[src/rtl/x_byte_ser_if.sv]
// Word-pair intake and command-byte output signals of the x_byte serializer.
// The slave modport is the serializer's view; the master modport is the host/link side.
interface x_byte_ser_if;
   logic        i_valid;
   logic        o_accept;
   logic [63:0] i_data_a;
   logic [63:0] i_data_b;
   logic        o_valid;
   logic        i_accept;
   logic [7:0]  o_cmd;
   logic        o_busy;

   modport slave (
      input  i_valid,
      input  i_data_a,
      input  i_data_b,
      input  i_accept,
      output o_accept,
      output o_valid,
      output o_cmd,
      output o_busy
   );

   modport master (
      output i_valid,
      output i_data_a,
      output i_data_b,
      output i_accept,
      input  o_accept,
      input  o_valid,
      input  o_cmd,
      input  o_busy
   );
endinterface

[src/rtl/x_byte_ser.sv]
// x_byte command serializer: word pair -> 16 SHIFT_A, 16 SHIFT_B nibbles, then APPLY_AB.
// Optional X_BYTE_SER_SKIP_B_EN omits SHIFT_B when bank B repeats the last fully sent word.
module x_byte_ser #(
   parameter int unsigned GAP_CYCLES = 1
) (
   input logic         i_clk,
   input logic         i_rst,
   x_byte_ser_if.slave bus
);

   localparam logic [3:0] OpShiftA = 4'h0;
   localparam logic [3:0] OpShiftB = 4'h1;
   localparam logic [7:0] CmdApply = 8'h20;
   localparam logic [3:0] GapLoad  = 4'(GAP_CYCLES - 1);

   typedef enum logic [2:0] {
      StIdle,
      StShiftA,
      StShiftB,
      StApply,
      StGap
   } state_t;

   state_t      state_q, state_d;
   logic [3:0]  idx_q, idx_d;
   logic [3:0]  gap_q, gap_d;
   logic [63:0] a_q, a_d;
   logic [63:0] b_q, b_d;
   logic        valid_q, valid_d;
   logic [7:0]  cmd_q, cmd_d;
   logic        busy_q, busy_d;
   logic        accept_q, accept_d;

`ifdef X_BYTE_SER_SKIP_B_EN
   logic [63:0] last_b_q, last_b_d;
   logic        skip_q, skip_d;
`endif

   always_comb begin
      state_d = state_q;
      idx_d   = idx_q;
      gap_d   = gap_q;
      a_d     = a_q;
      b_d     = b_q;
`ifdef X_BYTE_SER_SKIP_B_EN
      last_b_d = last_b_q;
      skip_d   = skip_q;
`endif

      unique case (state_q)
         StIdle: begin
            if (bus.i_valid) begin
               a_d     = bus.i_data_a;
               b_d     = bus.i_data_b;
               idx_d   = 4'hF;
               state_d = StShiftA;
`ifdef X_BYTE_SER_SKIP_B_EN
               skip_d  = (bus.i_data_b == last_b_q);
`endif
            end
         end
         StShiftA: begin
            if (bus.i_accept) begin
               if (idx_q == 4'd0) begin
                  idx_d   = 4'hF;
`ifdef X_BYTE_SER_SKIP_B_EN
                  state_d = skip_q ? StApply : StShiftB;
`else
                  state_d = StShiftB;
`endif
               end else begin
                  idx_d = idx_q - 4'd1;
               end
            end
         end
         StShiftB: begin
            if (bus.i_accept) begin
               if (idx_q == 4'd0) begin
                  idx_d   = 4'hF;
                  state_d = StApply;
`ifdef X_BYTE_SER_SKIP_B_EN
                  last_b_d = b_q;
`endif
               end else begin
                  idx_d = idx_q - 4'd1;
               end
            end
         end
         // APPLY is fire-and-forget: the receiver drops its accept in response to it.
         StApply: begin
            state_d = StGap;
            gap_d   = GapLoad;
         end
         StGap: begin
            if (gap_q == 4'd0) begin
               state_d = StIdle;
            end else begin
               gap_d = gap_q - 4'd1;
            end
         end
         default: state_d = StIdle;
      endcase

      // Outputs are registered copies decoded from the next state.
      valid_d  = 1'b0;
      cmd_d    = 8'h00;
      busy_d   = (state_d != StIdle);
      accept_d = (state_d == StIdle);
      unique case (state_d)
         StShiftA: begin
            valid_d = 1'b1;
            cmd_d   = {OpShiftA, a_d[{idx_d, 2'b00} +: 4]};
         end
         StShiftB: begin
            valid_d = 1'b1;
            cmd_d   = {OpShiftB, b_d[{idx_d, 2'b00} +: 4]};
         end
         StApply: begin
            valid_d = 1'b1;
            cmd_d   = CmdApply;
         end
         default: ;
      endcase
   end

   always_ff @(posedge i_clk) begin
      if (i_rst) begin
         state_q  <= StIdle;
         idx_q    <= 4'hF;
         gap_q    <= 4'd0;
         a_q      <= 64'd0;
         b_q      <= 64'd0;
         valid_q  <= 1'b0;
         cmd_q    <= 8'h00;
         busy_q   <= 1'b0;
         accept_q <= 1'b1;
`ifdef X_BYTE_SER_SKIP_B_EN
         last_b_q <= 64'd0;
         skip_q   <= 1'b0;
`endif
      end else begin
         state_q  <= state_d;
         idx_q    <= idx_d;
         gap_q    <= gap_d;
         a_q      <= a_d;
         b_q      <= b_d;
         valid_q  <= valid_d;
         cmd_q    <= cmd_d;
         busy_q   <= busy_d;
         accept_q <= accept_d;
`ifdef X_BYTE_SER_SKIP_B_EN
         last_b_q <= last_b_d;
         skip_q   <= skip_d;
`endif
      end
   end

   assign bus.o_valid  = valid_q;
   assign bus.o_cmd    = cmd_q;
   assign bus.o_busy   = busy_q;
   assign bus.o_accept = accept_q;

endmodule

[src/flat_wrapper.sv]
// flat-port wrapper written by rule: the top's interface ports become plain ports
module x_byte_ser_flat 
#(
   parameter int unsigned GAP_CYCLES = 1
)
  (i_clk, i_rst, bus_i_valid, bus_i_data_a, bus_i_data_b, bus_i_accept, bus_o_accept, bus_o_valid, bus_o_cmd, bus_o_busy);
  x_byte_ser_if bus_i ();
  input logic i_clk;
  input logic i_rst;
  input wire logic [$bits(bus_i.i_valid)-1:0] bus_i_valid;
  input wire logic [$bits(bus_i.i_data_a)-1:0] bus_i_data_a;
  input wire logic [$bits(bus_i.i_data_b)-1:0] bus_i_data_b;
  input wire logic [$bits(bus_i.i_accept)-1:0] bus_i_accept;
  output wire logic [$bits(bus_i.o_accept)-1:0] bus_o_accept;
  output wire logic [$bits(bus_i.o_valid)-1:0] bus_o_valid;
  output wire logic [$bits(bus_i.o_cmd)-1:0] bus_o_cmd;
  output wire logic [$bits(bus_i.o_busy)-1:0] bus_o_busy;
  assign bus_i.i_valid = bus_i_valid;
  assign bus_i.i_data_a = bus_i_data_a;
  assign bus_i.i_data_b = bus_i_data_b;
  assign bus_i.i_accept = bus_i_accept;
  assign bus_o_accept = bus_i.o_accept;
  assign bus_o_valid = bus_i.o_valid;
  assign bus_o_cmd = bus_i.o_cmd;
  assign bus_o_busy = bus_i.o_busy;
  x_byte_ser #(.GAP_CYCLES(GAP_CYCLES)) u_core (.i_clk(i_clk), .i_rst(i_rst), .bus(bus_i));
endmodule
[config.mk]
export PLATFORM = sky130hd
export DESIGN_NAME = x_byte_ser_flat
export DESIGN_NICKNAME = d
export VERILOG_FILES = /design/src/rtl/x_byte_ser_if.sv /design/src/rtl/x_byte_ser.sv /design/src/flat_wrapper.sv
export SDC_FILE = /design/constraint.sdc
export NUM_CORES = 1
export LEC_CHECK = 0
export BUFFER_PORTS_ARGS = -buffer_cell sky130_fd_sc_hd__clkbuf_2
export CORE_UTILIZATION = 25
export CTS_CLUSTER_SIZE = 30
export DETAILED_ROUTE_END_ITERATION = 8
export GPL_ROUTABILITY_DRIVEN = 0
export GPL_TIMING_DRIVEN = 0
export PLACE_DENSITY = 0.54
export RECOVER_POWER = 25
export SYNTH_ARGS = -nofsm -noshare
export SYNTH_HDL_FRONTEND = slang
export SYNTH_SLANG_ARGS = --single-unit
[constraint.sdc]
create_clock -name i_clk -period 3.1 [get_ports i_clk]
set_clock_uncertainty 0.15 [all_clocks]
set_input_delay 0.155 -clock i_clk [delete_from_list [all_inputs] [get_ports i_clk]]
set_output_delay 0.155 -clock i_clk [all_outputs]
set_load 0.05 [all_outputs]
Word level (Yosys, flattened, before mapping)
Index checks and enable logic that the tools add are counted.
Storage, ports and cells
  flip-flop bits (word level): 150
  input port bits: 132
  output and inout port bits: 11
  word-level logic and storage cells: 49
Cells by class
  add/subtract/negate cells: 2
  eq/ne operators: 8
  shifts and indexed selects: 2
  mux-type cells: 19
  reduce and logical (&&, ||, !) cells: 9
Operators with widths (number)
  64-bit 2-to-1 mux: 4
  64-bit by 7-bit variable part select with 4-bit output: 2
  3-bit 2-to-1 mux: 6
  6-bit case mux with 3 select lines: 1
  4-bit 2-to-1 mux: 4
  4-bit case mux with 2 select lines: 2
  3-bit case mux with 5 select lines: 1
  3-bit by 2-bit == test with 1-bit output (second input constant): 4
  4-bit zero test: 2
  4-bit by 1-bit subtractor with 4-bit output (second input constant): 2
  3-bit by 1-bit == test with 1-bit output (second input constant): 2
  3-bit zero test: 2
  3-bit == test (second input constant): 1
  3-bit nonzero test: 1
  3-bit OR reduction: 1
  2-bit inequality test (second input constant): 1
  2-bit AND reduction: 1
  2-bit nonzero test: 1
  2-bit OR reduction: 1
  1-bit 2-to-1 mux: 1

Longest topological paths before layout
Gate-level depths: netlist (run 1).
  depth in word-level cells: 7
  gate-level depth with buffers: 12
  gate-level depth less buffers: 9

Least setup slack after synthesis (run 1)
Ideal clock, no wire load.
  path kind: register to register
  start: register u_core.idx_q[0]
  end: register u_core.cmd_q[0], in the netlist u_core.bus.o_cmd[0]
  arrival time: 2.194 ns
  required time: 2.826 ns
  path slack: 0.631 ns
  stages on the path, launching flop included: 13
  path buffers: 3
  period minus slack after synthesis: 2.469 ns
  path through: dfxtp_1 -> inv_1 -> ha_1 -> and4bb_1 -> buf_6 -> mux2_4 -> buf_6 -> buf_6 -> a21o_1 -> a21oi_1 -> o22ai_1 -> a211oi_1 -> o22ai_1
Between the ends
  cells in the longest elaborated chain, start to end: 6
RTL lines
  start: declaration: RTL line x_byte_ser.sv:25  | logic [3:0] idx_q, idx_d;
  start signal: assignment: RTL line x_byte_ser.sv:143  | idx_q <= idx_d;
  4-bit by 1-bit subtractor with 4-bit output or 4-bit zero test (tied branches)
  4-bit 2-to-1 mux, or another cell as far along: RTL line x_byte_ser.sv:64, x_byte_ser.sv:78
  4-bit 2-to-1 mux, or another cell as far along: RTL line x_byte_ser.sv:77  | if (bus.i_accept) begin
  4-bit case mux with 2 select lines or 3-bit case mux with 5 select lines (tied branches): RTL line x_byte_ser.sv:50  | unique case (state_q)
  64-bit by 7-bit variable part select with 4-bit output, or another cell as far along: RTL line x_byte_ser.sv:116  | cmd_d = {OpShiftB, b_d[{idx_d, 2'b00} +: 4]};
  6-bit case mux with 3 select lines (*): RTL line x_byte_ser.sv:109  | unique case (state_d)
  end signal: assignment: RTL line x_byte_ser.sv:148  | cmd_q <= cmd_d;
  end: declaration: RTL line x_byte_ser.sv:30  | logic [7:0] cmd_q, cmd_d;
Every way passes the cells marked *; elsewhere a longest branch is shown, timed or not.
A chain may end at the register's enable or synchronous reset.

Final worst setup path (run 1)
  start: register u_core.state_q[0]
  end: register u_core.cmd_q[1], in the netlist u_core.bus.o_cmd[1]
Between the ends
  cells in the longest elaborated chain, start to end: 5
RTL lines
  start: declaration: RTL line x_byte_ser.sv:24  | state_t state_q, state_d;
  start signal: assignment: RTL line x_byte_ser.sv:128  | state_q <= StIdle;
  start signal: assignment: RTL line x_byte_ser.sv:142  | state_q <= state_d;
  3-bit by 1-bit == test with 1-bit output, or another cell as far along: RTL line x_byte_ser.sv:50
  2-bit OR reduction (no source line), or another cell as far along
  4-bit case mux with 2 select lines or 3-bit case mux with 5 select lines (tied branches): RTL line x_byte_ser.sv:50
  64-bit by 7-bit variable part select with 4-bit output, or another cell as far along: RTL line x_byte_ser.sv:116
  6-bit case mux with 3 select lines (*): RTL line x_byte_ser.sv:109
Marks and branches as above.

==> results of run 1 <==
cell usage in the layout (no fill, tap or decap), types with 3 or more instances in the layout:
cell	instances
a211oi_1	14
a211oi_2	3
a21o_1	6
a21oi_1	161
a22oi_1	3
a311oi_1	4
a31o_1	3
a31oi_1	9
a32o_1	3
and3_1	4
buf_1	8
buf_2	17
buf_4	7
buf_6	4
clkbuf_1	42
clkbuf_16	17
clkbuf_2	138
clkinv_4	3
dfxtp_1	148
dlygate4sd3_1	129
inv_1	5
inv_6	7
mux2i_1	26
nand2_1	309
nand3_1	7
nand4bb_1	5
nor2_1	39
nor2b_1	8
nor3_1	12
nor4_1	4
o211ai_1	3
o21ai_0	20
o21bai_1	4
o22ai_1	3
o22ai_2	5
registers in the layout, summed over array words and instances (netlist names):
name	flops
u_core.idx_q	4
u_core.bus.o_accept	1
u_core.state_q	3
u_core.bus.o_busy	1
u_core.a_q	64
u_core.bus.o_valid	1
u_core.bus.o_cmd	6
u_core.gap_q	4
u_core.b_q	64
where the power goes:
group	switching, uW	total, uW	internal (uW)	leakage, uW
clock network	924	1990	1070	0.000275
registers	61.9	2070	2010	0.00121
logic	456	801	344	0.00261
cell type report:
type,count,area [um2]
clock inverters,14,116
flip-flops and latches,148,2960
plain buffers,78,394
well taps,372,465
inverters,5,18.8
multi-input cells,700,3670
clock buffers,18,439
fillers,2835,17100
repair buffers,269,1980
metal layers:
metal / vias up / track usage [%] / share of wire (%)
li1: 3738 / - / -
met1: 3591 / 24.9 / 45
met2: 269 / 31.4 / 46
met3: 61 / 3.62 / 5.2
met4: 0 / 9.21 / 3.7
met5: - / 0 / 0
path summary, 6_finish.rpt:
check        cells past startpoint                             end  slack (ns)
min                              3    u_core.state_q[0]$_SDFF_PP0_        0.05
max                             10  u_core.bus.o_cmd[1]$_SDFF_PP0_        0.08
max reg2reg                     10  u_core.bus.o_cmd[1]$_SDFF_PP0_        0.08
min reg2reg                      2       u_core.a_q[14]$_SDFF_PP0_        0.31
metrics by stage:
step           setup WS, ns  setup TNS, ns  util, %
2_1_floorplan         0.631              0        -
3_3_place_gp         -0.135         -0.317     29.9
3_5_place_dp         -0.133         -0.306     29.9
4_1_cts             0.00702              0     36.8
5_1_grt             -0.0491        -0.0705     37.1
6_report             0.0834              0     37.1
cells by family (layout without fill, tap and decap cells):
kind of cell	Yosys count	in the layout	share of synthesized area (%)
simple gates	409	409	25.0
compound gates	251	251	20.8
flops	148	148	42.7
buf+inv	83	384	5.71
mux	32	32	4.88
fa+ha+maj	3	3	0.541
xor+xnor	3	3	0.378
other cells	1	2	0.0540
cell usage after synthesis (6+ instances only):
| master | count | area share, % |
|---|---|---|
| a211oi_1 | 17 | 1.8 |
| nand3_1 | 7 | 0.50 |
| buf_1 | 8 | 0.43 |
| nand2_1 | 309 | 17 |
| buf_2 | 17 | 1.2 |
| o22ai_1 | 8 | 0.72 |
| buf_4 | 7 | 0.76 |
| nor2_1 | 39 | 2.1 |
| dfxtp_1 | 148 | 43 |
| clkbuf_1 | 41 | 2.2 |
| a21oi_1 | 161 | 12 |
| a21o_1 | 6 | 0.65 |
| o21ai_0 | 21 | 1.5 |
| a31oi_1 | 10 | 0.90 |
| mux2i_1 | 29 | 4.2 |
| nor3_1 | 12 | 0.86 |
| nor2b_1 | 8 | 0.72 |
tightest hold or removal path, cell delays in order:
cell	delay, ns
clkbuf_2	0.14
nor3_1	0.05
and4b_1	0.25
timing repair:
item / 4_1_cts / 5_1_grt
endpoints found under the hold margin: 133 / 0
pin swaps: 0 / 1
endpoints found under the setup margin: 6 / 70
resized for setup: 3 / 30
hold buffers: 129 / 0
==> reports/results.txt, run 1 <==
The maximum fanout encountered on the critical timing path came out at 10. Data on the critical path is required at its endpoint by 3.31 ns. Post-CTS timing repair inserted 0 buffers for setup. The die height is 169 um, and the die outline area is 28500 um2.

The total global routing track utilization is 19.4%, and the wire length of the first global-routing pass is 41.5 mm. The number of antenna violations at the first check in global routing came out at 0. For the total count of max-transition violations in the final report, the log shows 0. From synthesis to final layout, the design area changed by 44.7%.

Number of clock sinks: 148. The detailed router placed 7659 vias in this run. The flow ran to the end, and the final reports show no timing, DRC or antenna violations.

The tools report the startpoint of the most critical setup path as u_core.state_q[0]$_SDFF_PP0_. The via count of the first global-routing pass was 7324. The gate count of the mapped netlist is 930. In the synthesized netlist the dominant register cell turns out to be dfxtp_1.

The total placed instance area was 8120 um2; the final antenna-violating net count was 0. The run gives 0 as the count of inserted antenna diode cells. For the worst-case headroom to the max-slew limit, the log shows 51.0%. Final hold violation count: 0. For the achievable frequency, the log shows 331 MHz. The number of vias per cell came out at 4.77. For the leakage component of the power, the log shows 0.00410 uW.

TritonCTS built the clock tree. The floorplan row count was 60; the final period utilization was 97.3%. Clock tree synthesis selected as its root buffer the cell clkbuf_16. Together, buffers and inverters on the worst path number 3.

The worst register-to-register path begins at u_core.state_q[0]$_SDFF_PP0_. The post-synthesis instance area was 6950 um2; the half-perimeter wire length of the detailed placement result was 19.9 mm. The number of buffers created by CTS was 17. Leaving out filler cells and counting taps, the final layout contains 1604.

Dividing the synthesized area by the synthesized cell count gives 7.47 um2. After detailed routing, the number of remaining DRC violations is 0. Final routed wire length divided by cell count: 17.3 um. The pin count of the biggest net entering global routing was 17; the register bit count reported by yosys was 148. At the pin with the least slew margin, the transition time is 0.735 ns. The critical path goes through buf_2, buf_2, nor2_1, nand2_1, clkbuf_1, nand2_1, a21oi_1, o21ai_0, o2111ai_1, and4b_1. Max-cap violations in this run came to 0. For this run, asynchronously set or reset flops after synthesis account for 0%. The tools report the startpoint of the lowest-slack hold path as bus_i_valid. During synthesis, Yosys emitted a total of 0 warnings. The placeable core area was 27100 um2; the number of synthesized flops with an enable pin was 0.

The width of the chip is 169 um, and the distinct cell type count after synthesis is 57. In this run the tool buffered the top-level ports with 140 buffer cells. Cell count after placement: 1443. The count of boundary I/O pins was 143.

The worst setup path is launched from a flop. The first detailed-routing pass took 5 iterations. The logs give 10100 um2 for the final design instance area without fill and 2 for the maximum buffer depth of the clock tree. For the worst endpoint data arrival time, the log shows 3.22 ns. After clock tree synthesis, the clock-pin slew on the worst setup and hold paths is 0.06 ns. Cells with a size suffix above 1 make up 18.2% of the layout.

The H-tree generated during clock tree synthesis spans 4 levels. The slowest stage of the critical path is the clkbuf_1 cell. IR analysis of the VDD net gives a maximum drop of 320 uV. The final layout contains 1354 nets.

Dividing total power by cell area gives a power density of 484 nW/um2. The clock latency reported for the late side of the worst-skew pair came out at 0.44 ns. After detailed routing, the total wire length is 27.7 mm. For this configuration, the core starts out at a cell density of 25.6%. Setup violations remaining at the end of the flow were counted as 0.

The tools report the endpoint class of the critical path as a flop. The clock period could shrink to 3.02 ns. The min-delay analysis places its worst path in the category primary input to flop. After synthesis, flip-flops and latches occupy 42.7% of the total area. The run gives 566 as the count of routing violations after the opening detailed-route iteration. The design draws 4860 uW. The tightest hold path in the finished design has a slack of 0.0478 ns.

For this run, the slowest stage of the critical path takes 0.52 ns. The tools report the overflow left after global routing as 0. The cell class contributing the biggest share of worst-path delay was buffers and inverters.

Setup repair after global routing could not meet its margin everywhere. The critical path is of the flop to flop type.
No activity file was read; power rests on OpenSTA's default activity.
==> run 2: changes to the inputs <==
--- a/config.mk
+++ b/config.mk
@@ -6,12 +6,15 @@
 export NUM_CORES = 1
 export LEC_CHECK = 0
 export BUFFER_PORTS_ARGS = -buffer_cell sky130_fd_sc_hd__clkbuf_2
+export CELL_PAD_IN_SITES_DETAIL_PLACEMENT = 2
+export CELL_PAD_IN_SITES_GLOBAL_PLACEMENT = 2
 export CORE_UTILIZATION = 25
+export CTS_BUF_LIST = sky130_fd_sc_hd__clkbuf_4 sky130_fd_sc_hd__clkbuf_8 sky130_fd_sc_hd__clkbuf_16
 export CTS_CLUSTER_SIZE = 30
 export DETAILED_ROUTE_END_ITERATION = 8
 export GPL_ROUTABILITY_DRIVEN = 0
 export GPL_TIMING_DRIVEN = 0
-export PLACE_DENSITY = 0.54
+export PLACE_DENSITY = 0.78
 export RECOVER_POWER = 25
 export SYNTH_ARGS = -nofsm -noshare
 export SYNTH_HDL_FRONTEND = slang
==> reports/results.txt, run 2 (synthesis gave the netlist of run 1 again) <==
The tools report the achievable frequency as 333 MHz (+0.45%). The number of buffer cells added on primary ports was 140 (unchanged). TritonCTS built the clock tree. The cell count after placement was 1443 (unchanged).

The tools report the final total negative setup slack as 0 ns (unchanged). For the count of routing violations after the opening detailed-route iteration, the log shows 462 (-18%). The transition time of the tightest slew-check pin was 0.876 ns (+0.141 ns). The tools report the final antenna-violating net count as 0 (unchanged). The routed wire length was 36.2 mm (+31%); the final hold violation count was 0 (unchanged). The logs give 143 (unchanged) for the count of boundary I/O pins and 26.0% (+6.6 points) for the total global routing track utilization. The total iterations of the first detailed-routing run is 5 (unchanged), and the final routed wire length divided by cell count is 22.6 um (+31%).

The number of clock sinks was 148 (unchanged). The overflow left after global routing was 0 (unchanged); the final net count was 1354 (unchanged). For the area used by sequential logic in the layout, the log shows 2960 um2 (unchanged). Clock slew seen by the registers of the worst setup and hold paths: 0.06 ns (about the same). The tools report the root cell of the clock tree as clkbuf_16.

The tools report the startpoint kind of the worst setup timing path as a flop. The count of final setup violators is 0 (unchanged), and the share of the core filled with cells is 37.2% (+0.16 points). The run gives 18.1 mm (+41%) as the routed length on met2. The number of antenna violations at the first check in global routing was 0 (unchanged). The logs give -0.281 ns (-0.148 ns) for the pre-CTS setup slack and 0 (unchanged) for the setup fix buffers added after clock tree synthesis.

The total count of max-transition violations in the final report is 0 (unchanged). Critical register-to-register path startpoint: u_core.idx_q[0]$_SDFF_PP1_. The library cell used most frequently in the layout, excluding fill and tap cells, is nand2_1. The number of cells traversed by the worst hold path was 3 (unchanged). Setup repair after global routing left no endpoint under its margin. The floorplan row count is 60 (unchanged), and the total number of H-tree levels is 4 (unchanged). The critical path in this run is classified as flop to flop.

Destination of the worst register-to-register timing path: u_core.bus.o_cmd[0]$_SDFF_PP0_. The clock period minus final worst setup slack was 3.00 ns (-0.0136 ns). The max-cap violation count is 0 (unchanged), and the number of vias per cell is 5.08 (+6.5%). The die height is 169 um (unchanged), and the final non-filler cell total is 1603 (-0.062%). The clock latency reported for the late side of the worst-skew pair is 0.44 ns (about the same). The count of inserted antenna diode cells is 0 (unchanged), and the fill cell total of the finished layout is 3104 (+9.5%). The initial core utilization was 25.6% (unchanged); the required time at the endpoint of the critical path was 3.29 ns (-0.02 ns). End point of the most critical hold path: u_core.state_q[0]$_SDFF_PP0_. The leakage component of the power was 0.00414 uW (+0.96%). The number of buffers created by CTS is 17 (unchanged). The tools report the number of remaining DRC errors as 0 (unchanged). The maximum fanout encountered on the critical timing path was 10 (unchanged). The tools report the worst endpoint data arrival time as 3.19 ns (-0.03 ns).

The highest metal layer carrying signal wires in the routed design is met4. Final worst setup slack: 0.0970 ns (+0.0136 ns). Reg-to-reg setup timing slack: 0.1 ns (about the same). The wire length of the first global-routing pass is 55.2 mm (+33%). The run gives 27100 um2 (unchanged) as the placeable core area.

The power density over cell area was 505 nW/um2 (+4.3%); the vias after detailed routing was 8150 (+6.4%). For the met1 layer wirelength in the final routing, the log shows 15.3 mm (+23%). The layout-stage area growth over the synthesis result is 45.3%. The top cell types in the final layout, fill and taps aside, are 309 x nand2_1, 161 x a21oi_1, 148 x dfxtp_1.

The tools report the endpoint class of the critical path as a flop. The length in cells of the worst reg-to-reg path is 11 (+1). The multi-input gate area in the final layout was 3670 um2 (-0.17%). The logs give 28500 um2 (unchanged) for the die outline area and 17 (unchanged) for the pin count of the biggest net entering global routing. The share of final-layout standard cells stronger than drive strength 1 works out to 18.8% (+0.58 points). The run finished with clean final reports. The tightest min-delay check is of the primary input to flop type.

For the largest vdd supply drop, the log shows 363 uV (+13%). The worst-case headroom to the max-slew limit was 41.6% (-9.4 points); the met3 routed wirelength was 1.54 mm (+7.2%). Width of the chip: 169 um (unchanged). The via count of the first global-routing pass came out at 9205 (+26%). The final period utilization was 96.9% (-0.44 points); the half-perimeter wire length of the detailed placement result was 22.8 mm (+15%). For the maximum buffer depth of the clock tree, the log shows 2 (unchanged).

The startpoint of the lowest-slack hold path is bus_i_valid.
run 2: cell type report:
class | instances | area share (%)
Sequential cell | 148 | 29.4
Multi-Input combinational cell | 700 | 36.3
Clock inverter | 10 | 1.23
Buffer | 78 | 4.09
Timing Repair Buffer | 269 | 19.6
Clock buffer | 21 | 4.57
Tap cell | 372 | 4.61
Inverter | 5 | 0.186
run 2: metrics by stage:
stage | cell area (um2) | hold slack (ns) | total power, uW
2_1_floorplan | 6950 | 0.0892 | 2470
4_1_cts | 10000 | 0.0860 | 5040
3_3_place_gp | 8120 | 0.233 | 2760
5_1_grt | 10100 | 0.122 | 5270
3_5_place_dp | 8120 | 0.241 | 2780
6_report | 10100 | 0.0931 | 5090
run 2: critical path, stage by stage (launching register included):
cell      delay (ns)
dfxtp_1         0.33
inv_2           0.12
ha_4            0.18
and4bb_1        0.22
buf_6           0.16
mux2i_4         0.32
buf_2           0.32
nand2_1         0.11
a21oi_1         0.27
o21ai_0         0.20
a32o_1          0.34
o22ai_2         0.20
run 2: report_power, final:
part           total [uW]  internal, uW  leakage, uW  switching [uW]
logic                 858           346      0.00264             512
clock network        2150          1240     0.000285             912
registers            2080          2010      0.00121            74.9
total                5090          3590      0.00414            1500
run 2: how the worst max path moves through the flow:
stage / end / slack (ns) / startpoint
after global routing: u_core.b_q[3]$_SDFF_PP0_ / 0.007 / u_core.state_q[1]$_SDFF_PP0_
after CTS: u_core.bus.o_cmd[2]$_SDFF_PP0_ / 0.01 / u_core.idx_q[0]$_SDFF_PP1_
after detailed placement: u_core.bus.o_cmd[2]$_SDFF_PP0_ / -0.28 / u_core.idx_q[0]$_SDFF_PP1_
after floorplan: u_core.bus.o_cmd[0]$_SDFF_PP0_ / 0.63 / u_core.idx_q[0]$_SDFF_PP1_
final: u_core.bus.o_cmd[0]$_SDFF_PP0_ / 0.1 / u_core.idx_q[0]$_SDFF_PP1_
after global placement: u_core.bus.o_cmd[0]$_SDFF_PP0_ / -0.19 / u_core.idx_q[0]$_SDFF_PP1_
run 2: per-layer routing:
metal,up-vias,track usage (%)
li1,3725,-
met5,-,0
met3,77,4.04
met1,4073,31.5
met4,0,11.1
met2,275,45.6
run 2: what timing repair did:
item | CTS | global route
pin swaps | 0 | 0
hold endpoints to repair | 131 | 0
gates resized for setup | 10 | 41
hold buffers | 129 | 0
setup endpoints to repair | 13 | 82
==> run 3: changes to the inputs <==
==> constraint.sdc (replaced) <==
create_clock -name i_clk -period 3.5 [get_ports i_clk]
set_clock_uncertainty 0.15 [all_clocks]
set_input_delay 0.175 -clock i_clk [delete_from_list [all_inputs] [get_ports i_clk]]
set_output_delay 0.175 -clock i_clk [all_outputs]
set_load 0.05 [all_outputs]
==> reports/results.txt, run 3 (synthesis gave the netlist of run 1 again) <==
The worst register-to-register path ends at u_core.b_q[63]$_SDFF_PP0_. For the number of buffers created by CTS, the log shows 17 (unchanged). For the area used by sequential logic in the layout, the log shows 2960 um2 (unchanged). The clock slew seen by the registers of the worst setup and hold paths came out at 0.07 ns (about the same). The max-cap violation count was 0 (unchanged). The run finished with clean final reports.

The logs give 27100 um2 (unchanged) for the placeable core area and 143 (unchanged) for the count of boundary I/O pins. The tools report the overflow left after global routing as 0 (unchanged). Final period utilization: 95.2% (-1.7 points). Worst endpoint data arrival time: 3.53 ns (+0.34 ns). The number of vias per cell is 5.07 (-0.33%), and the required time at the endpoint of the critical path is 3.70 ns (+0.41 ns). The tools report the multi-input gate area in the final layout as 3580 um2 (-2.5%).

The floorplan row count was 60 (unchanged); the maximum buffer depth of the clock tree was 2 (unchanged). The final routed wire length divided by cell count came out at 22.3 um (-0.99%). The total count of max-transition violations in the final report was 0 (unchanged); the total number of H-tree levels was 4 (unchanged).

The run gives 148 (unchanged) as the number of clock sinks. The worst hold path terminates at u_core.state_q[0]$_SDFF_PP0_. Tracing the worst setup path back leads to its startpoint at u_core.state_q[1]$_SDFF_PP0_. For the initial core utilization, the log shows 25.6% (unchanged).

The width of the chip came out at 169 um (unchanged). The tools report the die outline area as 28500 um2 (unchanged). The worst-case headroom to the max-slew limit is 40.8% (-0.85 points), and the power density over cell area is 451 nW/um2 (-11%). TritonCTS built the clock tree. The tools report the endpoint class of the critical path as a flop. The library cell used most frequently in the layout, excluding fill and tap cells, is nand2_1. The transition time of the tightest slew-check pin came out at 0.889 ns (+0.0128 ns). The vias after detailed routing was 8123 (-0.33%).

The die height is 169 um (unchanged), and the half-perimeter wire length of the detailed placement result is 22.8 mm (unchanged). The clock period minus final worst setup slack came out at 3.33 ns (+0.327 ns). For the total global routing track utilization, the log shows 25.7% (-0.28 points). The count of routing violations after the opening detailed-route iteration is 507 (+9.7%). The tools report the largest vdd supply drop as 341 uV (-6.0%). The startpoint kind of the worst setup timing path was a flop. The tools report the root cell of the clock tree as clkbuf_16. Relative to the synthesized area, the layout overhead comes to 43.5%. The tools report the achievable frequency as 300 MHz (-9.8%). The run gives 17 (unchanged) as the pin count of the biggest net entering global routing. The path class of the lowest-slack min-delay path is primary input to flop.

The length in cells of the worst reg-to-reg path was 8 (-3); the fill cell total of the finished layout was 3104 (unchanged). The overall power of the completed layout came out at 4490 uW (-12%). The critical path class was flop to flop. The final net count is 1354 (unchanged), and the final antenna-violating net count is 0 (unchanged). The number of cells traversed by the worst hold path is 3 (unchanged), and the reg-to-reg setup timing slack is 0.17 ns (+0.07 ns). The final total negative setup slack was 0 ns (unchanged).

The run gives 54.6 mm (-1.1%) as the wire length of the first global-routing pass. The tools report the routed wire length as 35.8 mm (-0.99%). The top cell types in the final layout, fill and taps aside, are 309 x nand2_1, 161 x a21oi_1, 148 x dfxtp_1.

The run gives 0 (unchanged) as the final hold violation count. The tools report the critical register-to-register path startpoint as u_core.state_q[1]$_SDFF_PP0_. The number of buffer cells added on primary ports was 140 (unchanged). The share of final-layout standard cells stronger than drive strength 1 is 16.1% (-2.7 points). The worst hold path begins at bus_i_valid.

The worst-case hold slack is 0.117 ns (+0.0237 ns). The clock latency reported for the late side of the worst-skew pair was 0.44 ns (about the same). The number of antenna violations at the first check in global routing is 0 (unchanged). The via count of the first global-routing pass came out at 9137 (-0.74%). The total iterations of the first detailed-routing run is 5 (unchanged), and the leakage component of the power is 0.00408 uW (-1.5%).

Setup repair after global routing left no endpoint under its margin. The count of inserted antenna diode cells is 0 (unchanged), and the count of final setup violators is 0 (unchanged). The maximum fanout encountered on the critical timing path is 10 (unchanged). The number of remaining DRC errors came out at 0 (unchanged).
==> run 3: worst max path at each step <==
stage | slack (ns) | endpoint
global route | 0.001 | u_core.bus.o_cmd[2]$_SDFF_PP0_
global placement | 0.21 | u_core.bus.o_cmd[0]$_SDFF_PP0_
detailed placement | 0.12 | u_core.bus.o_cmd[2]$_SDFF_PP0_
finish | 0.17 | u_core.b_q[63]$_SDFF_PP0_
floorplan | 1.03 | u_core.bus.o_cmd[0]$_SDFF_PP0_
CTS | 0.11 | u_core.bus.o_cmd[2]$_SDFF_PP0_
==> run 3: through the flow <==
stage | setup WS (ns) | cells | util, % | area [um2]
6_report | 0.170 | 1603 | 36.8 | 9970
4_1_cts | 0.115 | 1603 | 36.9 | 9990
3_5_place_dp | 0.119 | 1443 | 29.9 | 8120
5_1_grt | 0.00116 | 1603 | 36.8 | 9970
2_1_floorplan | 1.03 | 931 | - | 6950
3_3_place_gp | 0.213 | 1443 | 29.9 | 8120
==> run 3: repair_timing <==
action	in CTS	in global routing
setup buffers	0	0
setup endpoints to repair	0	2
gates resized for setup	0	1
hold buffers	129	0
hold endpoints to repair	131	0
==> run 3: area by class of cell <==
cell class                      count  area share [%]
Multi-Input combinational cell    700            35.9
Clock inverter                     10            1.24
Inverter                            5           0.188
Tap cell                          372            4.67
Timing Repair Buffer              269            19.9
Clock buffer                       21            4.63
Sequential cell                   148            29.7
Buffer                             78            3.78
==> run 3: metal layers <==
metal | wire length (um) | part of all wire [%] | GRT usage, % | up-vias
met4 | 1140 | 3.2 | 10.4 | 0
li1 | - | - | - | 3731
met3 | 1280 | 3.6 | 3.60 | 68
met1 | 15400 | 43 | 31.4 | 4093
met5 | 0 | 0 | 0 | -
met2 | 18000 | 50 | 45.4 | 231
==> run 3: worst max-delay path, cell delays in order (launching register included) <==
cell and delay [ns]:
dfxtp_1 0.38, or3b_1 0.38, buf_2 0.18, nor2_1 0.31
clkbuf_1 0.49, clkbuf_2 0.38, clkbuf_1 0.61, nand2_1 0.14
a21oi_1 0.23
==> run 3: power by group <==
part	internal (uW)	total [uW]	switching, uW
clock network	1100	1910	811
registers	1780	1840	64.9
logic	296	739	444
